==> config.mk <==
export PLATFORM = sky130hd
export DESIGN_NAME = mem_port_arbiter
export DESIGN_NICKNAME = d
export VERILOG_FILES = /design/src/rtl/cpu_mem_pkg.sv /design/src/rtl/mem_arb_select.sv /design/src/rtl/mem_port_arbiter.sv
export SDC_FILE = /design/constraint.sdc
export NUM_CORES = 1
export LEC_CHECK = 0
export ABC_AREA = 0
export ABC_CLOCK_PERIOD_IN_PS = 2009
export CORE_UTILIZATION = 37
export DETAILED_ROUTE_END_ITERATION = 10
export GPL_TIMING_DRIVEN = 0
export PLACE_DENSITY = 0.76
export SKIP_CTS_REPAIR_TIMING = 1
export SYNTH_ARGS = -nofsm -noshare
export SYNTH_HDL_FRONTEND = slang
export SYNTH_HIERARCHICAL = 1
export SYNTH_SLANG_ARGS = --single-unit
==> constraint.sdc <==
create_clock -name clk -period 2.01 [get_ports clk]
set_clock_uncertainty 0.15 [all_clocks]
set_input_delay 0.3015 -clock clk [delete_from_list [all_inputs] [get_ports clk]]
set_output_delay 0.3015 -clock clk [all_outputs]
set_load 0.05 [all_outputs]
==> src/rtl/cpu_mem_pkg.sv <==
// Shared types and defaults for the CPU memory-port arbiter.
// Imported by the arbiter top level.
package cpu_mem_pkg;

    localparam int ADDR_W_DEF = 32;
    localparam int DATA_W_DEF = 32;
    localparam int CNT_W      = 3;

    typedef enum logic [1:0] {
        IDLE,
        ACCESS,
        DONE
    } arb_state_t;

    typedef enum logic {
        OWN_IF,
        OWN_D
    } owner_t;

endpackage

==> src/rtl/mem_arb_select.sv <==
// Grant decision between fetch and data requests.
// Data wins unless a fetch has waited through MAX_DATA_STREAK data grants.
module mem_arb_select #(
    parameter int MAX_DATA_STREAK = 4
) (
    input  logic clk,
    input  logic reset,
    input  logic if_req,
    input  logic d_req,
    input  logic grant_en,
    output logic grant_d,
    output logic grant_if
);

    localparam int SW = $clog2(MAX_DATA_STREAK + 1);
    localparam logic [SW-1:0] STREAK_MAX = SW'(MAX_DATA_STREAK);

    logic [SW-1:0] streak;
    logic          d_ok;

    assign d_ok     = !if_req || (streak < STREAK_MAX);
    assign grant_d  = grant_en && d_req && d_ok;
    assign grant_if = grant_en && if_req && !grant_d;

    // Streak only counts data grants that actually held off a fetch
    always_ff @(posedge clk or negedge reset) begin
        if (!reset) begin
            streak <= '0;
        end else if (grant_d) begin
            if (!if_req) begin
                streak <= '0;
            end else if (streak != STREAK_MAX) begin
                streak <= streak + 1'b1;
            end
        end else if (grant_if) begin
            streak <= '0;
        end
    end

endmodule

==> src/rtl/mem_port_arbiter.sv <==
// Shares one memory port between instruction fetch and load/store.
// Each access: grant, WAIT_STATES+1 strobe cycles, one-cycle ready.
module mem_port_arbiter
    import cpu_mem_pkg::*;
#(
    parameter int ADDR_W          = ADDR_W_DEF,
    parameter int DATA_W          = DATA_W_DEF,
    parameter int WAIT_STATES     = 1,
    parameter int MAX_DATA_STREAK = 4
) (
    input  logic              clk,
    input  logic              reset,
    input  logic              if_req,
    input  logic [ADDR_W-1:0] if_addr,
    output logic [DATA_W-1:0] if_rdata,
    output logic              if_ready,
    input  logic              d_req,
    input  logic              d_we,
    input  logic [ADDR_W-1:0] d_addr,
    input  logic [DATA_W-1:0] d_wdata,
    output logic [DATA_W-1:0] d_rdata,
    output logic              d_ready,
    output logic [ADDR_W-1:0] mem_addr,
    output logic [DATA_W-1:0] mem_wdata,
    output logic              mem_read,
    output logic              mem_write,
    input  logic [DATA_W-1:0] mem_rdata
);

    arb_state_t        state;
    arb_state_t        state_nx;
    owner_t            owner;
    logic [CNT_W-1:0]  cnt;
    logic [ADDR_W-1:0] addr_q;
    logic [DATA_W-1:0] wdata_q;
    logic              we_q;
    logic              grant_d;
    logic              grant_if;
    logic              grant_en;
    logic              in_access;
    logic              last_cycle;
    logic              capture;

    assign grant_en = (state == IDLE);

    mem_arb_select #(
        .MAX_DATA_STREAK(MAX_DATA_STREAK)
    ) u_sel (
        .clk      (clk),
        .reset    (reset),
        .if_req   (if_req),
        .d_req    (d_req),
        .grant_en (grant_en),
        .grant_d  (grant_d),
        .grant_if (grant_if)
    );

    always_ff @(posedge clk or negedge reset) begin
        if (!reset) begin
            state <= IDLE;
        end else begin
            state <= state_nx;
        end
    end

    always_comb begin
        state_nx = state;
        unique case (state)
            IDLE:    if (grant_d || grant_if) state_nx = ACCESS;
            ACCESS:  if (cnt == '0) state_nx = DONE;
            DONE:    state_nx = IDLE;
            default: state_nx = IDLE;
        endcase
    end

    always_ff @(posedge clk or negedge reset) begin
        if (!reset) begin
            owner   <= OWN_IF;
            cnt     <= '0;
            addr_q  <= '0;
            wdata_q <= '0;
            we_q    <= 1'b0;
        end else if (grant_d) begin
            owner   <= OWN_D;
            cnt     <= CNT_W'(WAIT_STATES);
            addr_q  <= d_addr;
            wdata_q <= d_wdata;
            we_q    <= d_we;
        end else if (grant_if) begin
            owner   <= OWN_IF;
            cnt     <= CNT_W'(WAIT_STATES);
            addr_q  <= if_addr;
            wdata_q <= '0;
            we_q    <= 1'b0;
        end else if (in_access && !last_cycle) begin
            cnt <= cnt - 1'b1;
        end
    end

    assign in_access  = (state == ACCESS);
    assign last_cycle = (cnt == '0);
    assign capture    = in_access && last_cycle && !we_q;

    // Stores never touch d_rdata; fetches keep their word until the next one
    always_ff @(posedge clk or negedge reset) begin
        if (!reset) begin
            if_rdata <= '0;
            d_rdata  <= '0;
        end else if (capture) begin
            unique case (owner)
                OWN_IF:  if_rdata <= mem_rdata;
                OWN_D:   d_rdata  <= mem_rdata;
                default: ;
            endcase
        end
    end

    // Strobes decode from state so an async reset drops them at once
    assign mem_addr  = addr_q;
    assign mem_wdata = wdata_q;
    assign mem_read  = in_access && !we_q;
    assign mem_write = in_access && we_q;
    assign if_ready  = (state == DONE) && (owner == OWN_IF);
    assign d_ready   = (state == DONE) && (owner == OWN_D);

endmodule

Word-level counts from Yosys, hierarchy flattened
Index checks and enable logic that the tools add are counted.

word-level totals
  register bits after elaboration = 138
  input bits = 133
  output and inout port bits = 132
  word-level logic and storage cells = 61

operators by class
  $add $sub $neg = 2
  magnitude comparators = 1
  equality and inequality tests = 6
  multiplexer cells = 17
  bitwise logic cells = 1
  reduce and logical (&&, ||, !) cells = 25

operators with widths
  operator             count
  $mux 32              4
  $mux 3               7
  $logic_and 1x1->1    11
  $reduce_and 2->1     4
  $logic_not 1->1      4
  $mux 2               2
  $pmux 2 s2           1
  $add 3x1->3 const B  1
  $logic_not 3->1      1
  $lt 3x3->1 const B   1
  $mux 1               3
  $ne 3x2->1 const B   1
  $ne 3x3->1 const B   1
  $reduce_bool 3->1    1
  $sub 3x1->3 const B  1
  $eq 2x1->1 const B   1
  $eq 2x2->1 const B   1
  $logic_not 2->1      1
  $logic_or 1x1->1     2
  $ne 2x1->1 const B   1
  $ne 2x2->1 const B   1
  $reduce_bool 2->1    1
  $not 1->1            1

Logic depth before layout (Yosys ltp)
  word-level depth = 8
  gate-level depth with buffers = 8
  mapped depth without buffers = 5

Modules after synthesis
The synthesis kept the hierarchy.

by module, submodules not included
  module            instances  cells each  area each (µm²)  seq. area each (µm²)
  mem_port_arbiter  1          383         5340.1           3378.2
  mem_arb_select    1          17          177.7            75.1

Least setup slack after synthesis
OpenSTA, ideal clock, no wires.

  kind = reg-to-reg
  start = register state[1]
  end = register d_rdata[13]
  setup time = 0.125 ns
  arrival time = 1.828 ns
  required time = 1.735 ns
  path slack = -0.092 ns
  stages on the path, launching flop included = 6
  buffers on the path = 2
  clock period less this slack = 2.102 ns
  cell sequence = dfrtp_1 > nor3b_4 > and3_1 > buf_4 > buf_6 > mux2_2

on the way
  word-level cells in the longest chain between the ends = 4

RTL lines
  item                            line                     RTL
  start, declared                 mem_port_arbiter.sv:30   arb_state_t state;
  start signal, assigned          mem_port_arbiter.sv:62   state <= state_nx;
  $eq 2x1->1                      mem_port_arbiter.sv:100  assign in_access = (state == ACCESS);
  $logic_and 1x1->1 (2 in a row)  mem_port_arbiter.sv:102  assign capture = in_access && last_cycle && !we_q;
  $reduce_and 2->1 (no line)      n/a
  end signal, assigned            mem_port_arbiter.sv:112  OWN_D: d_rdata <= mem_rdata;
  end, declared                   mem_port_arbiter.sv:21   output logic [DATA_W-1:0] d_rdata,

No other way between the ends.
A chain may end at the register's enable or synchronous reset.

Worst setup path after layout
  start = register state[1]
  end = output mem_read

on the way
  word-level cells in the longest chain between the ends = 2

RTL lines
  item               line                     RTL
  $eq 2x1->1         mem_port_arbiter.sv:100
  $logic_and 1x1->1  mem_port_arbiter.sv:121  assign mem_read = in_access && !we_q;
  end, declared      mem_port_arbiter.sv:25   output logic mem_read,

No other way between the ends.

==> metrics.md <==
| Metric | Value |
|---|---|
| Post-synth top area cell | dfrtp_1 |
| Diodes inserted | 0 |
| Syn Std Cell Area | about 0.0055 sq mm |
| Starting Density | 38.0% |
| Crit Path Max Fanout | 7 |
| Clock buffer depth | 2 |
| Vias in the first global route | ~4400 |
| CTS Buf Count | 17 |
| Ranking of synthesized cells by area | dfrtp_1 (63%), mux2_2 (12%), mux2i_1 (5.8%) |
| Syn avg cell area | approximately 14 sq um |
| Clock slew at reported path FFs | 60 ps |
| Req. time, crit path | between 1500 and 2000 ps |
| Final nets | ~800 |
| #FFs+latches synth | 138 |
| Initial antenna violation count | 0 |
| Hold Slack | 298 ps |
| Largest net degree at the start of global routing | between 70 and 80 |
| I/O pin cnt | 265 |
| Core box area | 0.0145 sq mm |
| Overall die area | about 0.015 sq mm |
| WL per Instance | between 15 and 20 um |
| PortBufs | between 200 and 300 |
| Clk Latency, worst-skew pair | about 410 ps |
| RePlAce Congestion | 0.759 |
| DRC Markers | 0 |
| GRT Residual Overflow | 0 |
| Maxcap violations | 0 |
| Met2 Track Usage GR | between 30% and 40% |
| CP Class | reg -> out |
| Total Power | 18.0 mW |
| Pleak | 5.27 nW |
| Final Critical Period | 1920 ps |
| Synth top area share | a little over three fifths |
| Fraction of layout cells with a size suffix above 1 | approximately 20% |
| Tightest Hold Check Type | in -> reg |
| Period utilization | 95.6% |
| Final hold viol count | 0 |
| Clock H-tree levels | 4 |
| Routed vias/inst | roughly 5 |
| Critical path arrival | 1470 ps |
| DRT antenna net count | 0 |
| Sequential area share after synthesis | approximately 63% |
| Syn_nets | 537 |
| Die W | 124 um |
| Max Freq | 520 MHz |
| Global-route wire length before repair | 22.4 mm |
| CP Capture Type | output pin |
| GR Util met1 | a little over a fifth |
| 1st-iter DRT viols | approximately 150 |
| FILL cells | about 1100 |
| DR pass1 iterations | 4 |
| Rows | 44 |
| Crit path launch type | flip-flop |
| Final setup viols | 0 |
| Worst slew pin tran | 668 ps |
| Area after DPL | about 0.0084 sq mm |
| Design area | between 0.009 and 0.01 sq mm |
| Routed WL | around 16 mm |
| Die Height | between 100 and 150 um |
| Clock Sinks | 138 |
| Slew Limit Fails | 0 |
| Sum Neg Setup Slack | 0 ps |
| Mapped Cells | 400 |
| GRT busiest layer | met2 |
| Synth warn | 6 |
| Outcome | finished, final reports clean |
| Peak VDD IR | between 0.8 and 0.9 mV |
| Vias | between 4000 and 5000 |
| Max-Slew Margin vs Limit | ~55% |
| Final HPWL from detailed placement | roughly 11 mm |
| Yosys cell types | 33 |
| Layout area overhead | 71.0% |
| CTS Root Cell | clkbuf_16 |
| Power Dens Cells | 1900 mW/mm^2 |
| All-Layer GR Usage | slightly below 20% |
| CTS tree | yes |
| GRT met3 Usage | approximately 8.4% |
==> metrics by stage <==
step,util [%],setup slack [ps],std cells
final,64.9,87.9,884
after global routing,64.9,-1.94,884
after CTS,61.9,-661,881
after detailed placement,58.0,-653,849
after global placement,57.8,-4790,848
after floorplan,-,-70.6,400
==> layer usage <==
layer | wire (um) | vias to the layer above
li1 | - | 2007
met1 | 5900 | 2145
met2 | 7990 | 187
met3 | 1460 | 28
met4 | 288 | 0
met5 | 0 | -
==> state kept, by name, indices dropped and copies added, names as in the netlist <==
name / cells
owner: 1
d_rdata: 32
state: 2
we_q: 1
u_sel/streak: 3
if_rdata: 32
cnt: 3
mem_wdata: 32
mem_addr: 32
==> layout by cell type, fill, tap and decap left out, types with 8 or more instances in the layout <==
cell and n:
dfrtp_1 136, clkdlybuf4s50_1 131, buf_4 8, mux2_2 61
a22o_1 34, clkbuf_16 17, clkbuf_2 8, nand2_1 35
mux2i_1 32, dlymetal6s2s_1 128, o21ai_0 34
==> worst max-delay path: stages (launching register included) <==
cell	delay, ps
dfrtp_2	480
nor3b_4	240
clkbuf_2	330
==> layout make-up <==
type / instances / area [sq um] / share of cell area (%)
clock inverter: 12 / 125 / 1.33
inverter: 6 / 22.5 / 0.239
clock buffer: 20 / 447 / 4.73
buffer: 25 / 198 / 2.10
timing repair buffer: 268 / 3000 / 31.8
multi-input combinational: 231 / 1950 / 20.7
sequential: 138 / 3460 / 36.6
tap: 184 / 230 / 2.44
==> cells by family (layout without fill, tap and decap cells) <==
group / after synthesis / after routing / share of synthesized area (%)
flops: 138 / 138 / 62.6
mux: 97 / 97 / 19.1
compound gates: 77 / 77 / 9.61
simple gates: 53 / 53 / 4.81
buf+inv: 31 / 331 / 3.02
fa+ha+maj: 4 / 4 / 0.907
==> path summary, 6_finish.rpt <==
path	startpoint	to	slack, ps	cells after the start
max in group asynchronous	reset	state[0]	610	3
min in group asynchronous	reset	d_rdata[3]	320	2
setup / recovery	state[1]	mem_read	90	2
hold reg to reg	d_rdata[11]	d_rdata[11]	330	1
hold / removal	d_addr[28]	mem_addr[28]	300	3
setup reg to reg	cnt[0]	d_rdata[25]	100	7
==> synth_stat cells <==
library cell  number
a21oi_1            3
mux2_2            61
o21a_1             2
buf_2              7
a21o_1             1
nor2_1             3
nor2b_1            2
o31ai_1            1
nor4b_1            1
a22o_2             1
ha_1               4
nand3b_2           1
nand3_1            2
nor3_1             1
clkbuf_1          11
buf_4              3
and3b_1            1
a22o_1            34
o21ai_0           34
nor3b_4            1
buf_6              4
mux2i_1           32
and2_1             1
nand2_1           35
dfrtp_1          138
nor3b_1            1
and3_1             1
mux2_1             4
and4b_4            1
a21boi_0           1
or2b_1             1
inv_1              6
nand2b_1           1
==> power breakdown <==
part	leakage (nW)	switching [mW]	total [mW]	internal, mW
clock	0.276	1.16	3.01	1.85
sequential	1.68	0.737	4.86	4.12
combinational	3.31	6.48	10.1	3.61
total	5.27	8.38	18.0	9.58
(Power assumes the default switching activity.)
